<file path="config.mk">
export PLATFORM = sky130hd
export DESIGN_NAME = rf_write_arbiter
export DESIGN_NICKNAME = d
export VERILOG_FILES = /design/src/rtl/rf_write_arbiter.sv
export SDC_FILE = /design/constraint.sdc
export NUM_CORES = 1
export LEC_CHECK = 0
export CORE_MARGIN = 10
export CORE_UTILIZATION = 48
export CTS_BUF_LIST = sky130_fd_sc_hd__clkbuf_2 sky130_fd_sc_hd__clkbuf_4 sky130_fd_sc_hd__clkbuf_8
export DETAILED_ROUTE_END_ITERATION = 8
export PLACE_DENSITY = 0.88
export SLEW_MARGIN = 5
export SYNTH_ARGS = -nofsm -noshare
export SYNTH_HDL_FRONTEND = slang
export SYNTH_SLANG_ARGS = --single-unit
</file>
<file path="constraint.sdc">
create_clock -name clk -period 5.73 [get_ports clk]
set_clock_uncertainty 0.2 [all_clocks]
set_input_delay 1.146 -clock clk [delete_from_list [all_inputs] [get_ports clk]]
set_output_delay 1.146 -clock clk [all_outputs]
set_load 0.02 [all_outputs]
</file>
<file path="src/rtl/rf_write_arbiter.sv">
// rf_write_arbiter
//   Shares the single register-file write port between in-order pipeline
//   writeback (WB) and a multi-cycle unit (MC) that completes out of band.
//   MC results are buffered in a small FIFO. A busy scoreboard tracks registers
//   that still have an MC result outstanding. When the FIFO head has waited too
//   long, pipe_stall forces a WB bubble so that the head can drain.
//
// Ports
//   clk, rst                 clock, synchronous active-high reset
//   wb_valid/addr/data       pipeline writeback request (never back-pressured)
//   mc_valid/addr/data       MC result offer
//   mc_ready                 FIFO can accept (from registered occupancy only)
//   iss_valid/addr           long-latency op issued; marks iss_addr busy
//   busy_vec                 registers with an outstanding MC result (bit 0 = 0)
//   pipe_stall               registered; pipeline must hold wb_valid low
//   rf_wr_en/addr/data       register-file write port
module rf_write_arbiter #(
  parameter int XLEN         = 64,
  parameter int NREG         = 32,
  parameter int FIFO_DEPTH   = 2,
  parameter int STARVE_LIMIT = 4,
  localparam int AW          = $clog2(NREG)
) (
  input  logic            clk,
  input  logic            rst,
  input  logic            wb_valid,
  input  logic [AW-1:0]   wb_addr,
  input  logic [XLEN-1:0] wb_data,
  input  logic            mc_valid,
  output logic            mc_ready,
  input  logic [AW-1:0]   mc_addr,
  input  logic [XLEN-1:0] mc_data,
  input  logic            iss_valid,
  input  logic [AW-1:0]   iss_addr,
  output logic [NREG-1:0] busy_vec,
  output logic            pipe_stall,
  output logic            rf_wr_en,
  output logic [AW-1:0]   rf_wr_addr,
  output logic [XLEN-1:0] rf_wr_data
);

  localparam int PW = $clog2(FIFO_DEPTH);
  localparam int CW = $clog2(FIFO_DEPTH + 1);
  localparam int SW = $clog2(STARVE_LIMIT + 1);

  logic [AW-1:0]   fifo_addr [FIFO_DEPTH];
  logic [XLEN-1:0] fifo_data [FIFO_DEPTH];
  logic [PW-1:0]   rd_ptr;
  logic [PW-1:0]   wr_ptr;
  logic [CW-1:0]   count;
  logic [SW-1:0]   starve_cnt;
  logic [SW-1:0]   starve_next;
  logic [NREG-1:0] busy_q;
  logic [NREG-1:0] busy_next;

  logic            fifo_empty;
  logic            fifo_full;
  logic            push;
  logic            pop;
  logic            grant_wb;
  logic            grant_fifo;
  logic [AW-1:0]   head_addr;
  logic [XLEN-1:0] head_data;

  assign fifo_empty = (count == '0);
  assign fifo_full  = (count == CW'(FIFO_DEPTH));
  assign head_addr  = fifo_addr[rd_ptr];
  assign head_data  = fifo_data[rd_ptr];

  // Readiness depends only on registered occupancy, so a same-cycle pop never
  // opens a slot for a same-cycle push.
  assign mc_ready = !rst && !fifo_full;
  assign push     = mc_valid && mc_ready;

  // Port grant. A stalled pipeline hands the port to the starving head; WB
  // presented during a stall is a protocol error and is dropped.
  always_comb begin
    grant_wb   = 1'b0;
    grant_fifo = 1'b0;
    if (!rst) begin
      if (pipe_stall && !fifo_empty) begin
        grant_fifo = 1'b1;
      end else if (wb_valid && (wb_addr != '0) && !pipe_stall) begin
        grant_wb = 1'b1;
      end else if (!fifo_empty) begin
        grant_fifo = 1'b1;
      end
    end
  end

  // A granted head is always popped, even when it targets x0 and is discarded.
  assign pop = grant_fifo;

  always_comb begin
    rf_wr_en   = 1'b0;
    rf_wr_addr = '0;
    rf_wr_data = '0;
    if (grant_wb) begin
      rf_wr_en   = 1'b1;
      rf_wr_addr = wb_addr;
      rf_wr_data = wb_data;
    end else if (grant_fifo && (head_addr != '0)) begin
      rf_wr_en   = 1'b1;
      rf_wr_addr = head_addr;
      rf_wr_data = head_data;
    end
  end

  always_comb begin
    starve_next = '0;
    if (!fifo_empty && !pop) begin
      if (starve_cnt >= SW'(STARVE_LIMIT)) begin
        starve_next = starve_cnt;
      end else begin
        starve_next = starve_cnt + SW'(1);
      end
    end
  end

  // Clear on pop first so that a same-cycle issue to the same register wins.
  always_comb begin
    busy_next = busy_q;
    if (pop) begin
      busy_next[head_addr] = 1'b0;
    end
    if (iss_valid && (iss_addr != '0)) begin
      busy_next[iss_addr] = 1'b1;
    end
    busy_next[0] = 1'b0;
  end

  always_ff @(posedge clk) begin
    if (rst) begin
      rd_ptr     <= '0;
      wr_ptr     <= '0;
      count      <= '0;
      starve_cnt <= '0;
      pipe_stall <= 1'b0;
      busy_q     <= '0;
    end else begin
      if (push) begin
        wr_ptr <= wr_ptr + PW'(1);
      end
      if (pop) begin
        rd_ptr <= rd_ptr + PW'(1);
      end
      case ({push, pop})
        2'b10:   count <= count + CW'(1);
        2'b01:   count <= count - CW'(1);
        default: count <= count;
      endcase
      starve_cnt <= starve_next;
      pipe_stall <= (starve_next >= SW'(STARVE_LIMIT));
      busy_q     <= busy_next;
    end
  end

  // Payload storage needs no reset; occupancy alone decides what is valid.
  always_ff @(posedge clk) begin
    if (push) begin
      fifo_addr[wr_ptr] <= mc_addr;
      fifo_data[wr_ptr] <= mc_data;
    end
  end

  assign busy_vec = busy_q;

  wb_during_stall: assert property (@(posedge clk) disable iff (rst) !(pipe_stall && wb_valid));

endmodule
</file>
==> flow_summary.yaml <==
status:
  run_status: "completed"
pwr:
  comb_power_share: 0.145
  share_seq_of_total_power: 0.524
  p_clk_frac: 0.331
  power_report.internal_total_mw: 2.082
  maximum_resistive_drop_on_vdd_mv: 0.1885
  cellPowerDensity_mw_per_mm2: 257.2
  netSwitchingPower_mw: 0.6937
  leakagePower_nw: 3.511
  power.total_mw: 2.775
  netSwitchingFraction: 0.2499
timing:
  timing.max_slew.rel_slack: 0.3567
  hold_viol_final: 0
  setup_tns_ns: 0
  final.period_utilization: 0.9265
  setup_viol_count_final: 0
  rsz0062_at_grt: "no"
  tightest_slew_ns: 0.9624
  timing.final.crit_period_ns: 5.309
  max_freq_mhz: 188.4
  drv_slew: 0
floorplanning:
  ports: 252
  initial_utilization: 0.4853
  fp.dieArea_sq_mm: 0.02140
  fp.dieH_um: 146.3
  core_footprint_sq_mm: 0.01577
  rows: 46
  die-width_um: 146.3
logic_synthesis:
  synth_area_per_inst_sq_um: 12.61
  synthCells: 607
  synthFlopType: "sky130_fd_sc_hd__edfxtp_1"
  synth.distinct_cells: 49
  synth_sequential_area_ratio: 0.6435
  ys_seq_elements: 177
  netlist_area_sq_mm: 0.007654
  yosysWarningCount: 0
  synth_edf_count: 138
  syn-num-nets: 758
  async_reset_ff_frac: 0
placement:
  gp_congestion: 0.8444
  postPlaceCellArea_sq_mm: 0.01036
  portBuffers: 250
  post-dp-hpwl_um: 15220
hold_path:
  hold_class: "reg2reg"
drt:
  detail_route.drc_violations: 0
  drt_iter0_markers: 390
  avg_vias_per_cell: 5.227
  total_wire_length_um: 20640
  dr_total_vias: 5661
  final_ant_viol_nets: 0
  drtPass1Iterations: 6
  wl_per_cell_um: 19.06
clock_tree:
  cts_num_sinks: 177
  cts_setup_buffers: 0
  cts.hold.buffers_added: 0
  cts_tree: "yes"
  cts-htree-levels: 4
  post_cts_resized: 0
  tritoncts.num_buffers: 17
  clkTransAtPathRegs_ns: 0.09
  clkLatencyLatePin_ns: 0.44
  ctsRootBufferMaster: "sky130_fd_sc_hd__clkbuf_8"
  max-clock-path-buffers: 2
layout:
  num-nets-final: 1005
  design_area_sq_mm: 0.01079
  post_route_cells_drive_above_1_share: 0.1153
  fill_cells: 1148
  multiInputGateArea_sq_mm: 0.002577
  area_growth_pct: 40.98
  diodes: 0
  register_area_sq_mm: 0.004928
critical_path:
  critical-path-max-stage-delay_ns: 0.66
  r2r_end: "count[1]"
  endpoint_kind: "primary output"
  critical-path-top-cell-by-count: "sky130_fd_sc_hd__clkdlybuf4s50_1"
  setup.worst_path.start: "wb_addr[1]"
  critPathArrivalTime_ns: 3.96
  timing.reg2reg.worst_path_depth: 6
  required_ns: 4.38
  reg2reg_from: "pipe_stall"
  critPathMaxFanout: 66
  startpoint_type: "input pin"
  worst_path_max_delay_cell: "sky130_fd_sc_hd__clkdlybuf4s50_1"
  timing.setup.critical_path_class: "in2out"
  setup.worst_path.end: "rf_wr_data[16]"
  timing.reg2reg.setup_slack_ns: 3.27
  critical_path.cell_chain: "clkdlybuf4s50_1, nor2_1, o221ai_4, a211o_4, o21ai_0, clkdlybuf4s50_1"
grt:
  grt_start_max_net_pins: 70
  wire_length_of_the_first_global_routing_pass_um: 32290
  initial_antenna_violation_count: 0
  globalRouteTotalUtil: 0.1889
  grt_pass1_vias: 6070
  grt.overflow.total: 0
run:
  cap_violations: 0
## synthesized netlist by cell type, drive strengths merged (2+ instances only)
library cell	instances	area (sq um)
edfxtp	138	4144
nor2	83	314.1
o21ai	80	550.5
nand2	69	259.0
mux2i	68	680.7
dfxtp	39	780.8
a211oi	18	140.1
buf	16	115.1
a21oi	15	75.07
clkbuf	13	48.80
nand3	6	30.03
nand2b	5	33.78
nand3b	5	37.54
nor3	5	30.03
inv	4	15.01
mux2	4	45.04
or3	4	25.02
or3b	4	35.03
a22o	3	26.28
ha	3	37.54
a311oi	2	17.52
nor2b	2	12.51
nor3b	2	20.02
nor4	2	27.53
xnor2	2	17.52
xor2	2	17.52
## kinds of logic (layout without fill, tap and decap cells)
group,after synthesis,count (layout),synth area share
simple gates,189,189,0.1105
fa+ha+maj,3,3,0.004905
mux,72,72,0.09482
xor+xnor,4,4,0.004578
buf+inv,34,294,0.02387
flops,177,177,0.6435
compound gates,127,127,0.1174
other cells,1,1,0.0004900
## power groups by stage
stage | logic, mW | registers [mW] | clock network [mW]
global placement | 0.396 | 1.48 | 0
CTS | 0.408 | 1.45 | 0.937
detailed placement | 0.405 | 1.48 | 0
global route | 0.432 | 1.46 | 0.992
floorplan | 0.189 | 1.48 | 0
finish | 0.404 | 1.45 | 0.918
## layer usage
metal | wire [um] | track usage | part of all wire
met1 | 7839 | 0.2077 | 0.38
met2 | 10850 | 0.3326 | 0.53
met3 | 1518 | 0.06397 | 0.074
met4 | 425 | 0.06707 | 0.021
met5 | 0 | 0 | 0
## final cells by class
cell class | instances | area share
sequential | 177 | 0.4568
timing repair buffer | 257 | 0.2379
tap | 216 | 0.02505
multi-input combinational | 396 | 0.2389
clock inverter | 15 | 0.01797
clock buffer | 17 | 0.02168
inverter | 5 | 0.001739
## state kept, by name (all words and copies together), names as in the netlist, named ones only
signal	cells
fifo_data	128
busy_vec	31
fifo_addr	10
count	2
starve_cnt	2
pipe_stall	1
rd_ptr	1
wr_ptr	1
## placed cells by master (no fill, tap or decap), types with 2 or more instances in the layout
| cell type | count |
|---|---|
| sky130_fd_sc_hd__clkdlybuf4s50_1 | 250 |
| sky130_fd_sc_hd__edfxtp_1 | 138 |
| sky130_fd_sc_hd__nor2_1 | 80 |
| sky130_fd_sc_hd__nand2_1 | 69 |
| sky130_fd_sc_hd__mux2i_1 | 68 |
| sky130_fd_sc_hd__o21ai_2 | 40 |
| sky130_fd_sc_hd__o21ai_0 | 40 |
| sky130_fd_sc_hd__dfxtp_1 | 38 |
| sky130_fd_sc_hd__a211oi_1 | 17 |
| sky130_fd_sc_hd__clkbuf_8 | 17 |
| sky130_fd_sc_hd__a21oi_1 | 15 |
| sky130_fd_sc_hd__nand3_1 | 6 |
| sky130_fd_sc_hd__buf_4 | 6 |
| sky130_fd_sc_hd__nand3b_1 | 5 |
| sky130_fd_sc_hd__inv_6 | 5 |
| sky130_fd_sc_hd__inv_1 | 4 |
| sky130_fd_sc_hd__nand2b_1 | 4 |
| sky130_fd_sc_hd__nor3_1 | 4 |
| sky130_fd_sc_hd__mux2_2 | 4 |
| sky130_fd_sc_hd__or3b_2 | 4 |
| sky130_fd_sc_hd__or3_1 | 4 |
| sky130_fd_sc_hd__a22o_1 | 3 |
| sky130_fd_sc_hd__ha_1 | 3 |
| sky130_fd_sc_hd__inv_8 | 3 |
| sky130_fd_sc_hd__bufinv_16 | 3 |
| sky130_fd_sc_hd__nor2_4 | 2 |
| sky130_fd_sc_hd__nor2b_1 | 2 |
| sky130_fd_sc_hd__a311oi_1 | 2 |
| sky130_fd_sc_hd__xor2_1 | 2 |
| sky130_fd_sc_hd__xnor2_1 | 2 |
| sky130_fd_sc_hd__clkinv_2 | 2 |
## worst max-delay path, delay by kind of cell
family	cells	cell delay (ns)
AO/OA/AOI/OAI	3	1.28
buffers and inverters	2	1.08
AND/OR/NAND/NOR	1	0.40
## metrics by stage
stage	std cells	hold WS (ns)	util	setup WS [ns]
detailed placement	1051	0.2840	0.6571	0.3810
finish	1083	0.3037	0.6842	0.4211
global route	1083	0.3309	0.6842	0.2239
CTS	1083	0.3003	0.6842	0.3573
global placement	1051	0.2713	0.6571	0.5157
floorplan	607	0.2799	-	0.5425
## worst min-delay path by stage
stage	from	to	slack, ns	depth (start not counted)
2_1_floorplan	rd_ptr	register	0.28	2
3_3_place_gp	busy_vec[6]	busy_vec[6]	0.27	2
3_5_place_dp	busy_vec[6]	busy_vec[6]	0.28	2
4_1_cts	busy_vec[6]	busy_vec[6]	0.30	2
5_1_grt	busy_vec[27]	busy_vec[27]	0.33	2
6_report	busy_vec[31]	busy_vec[31]	0.30	2
Power figures use the tool's default switching activity.
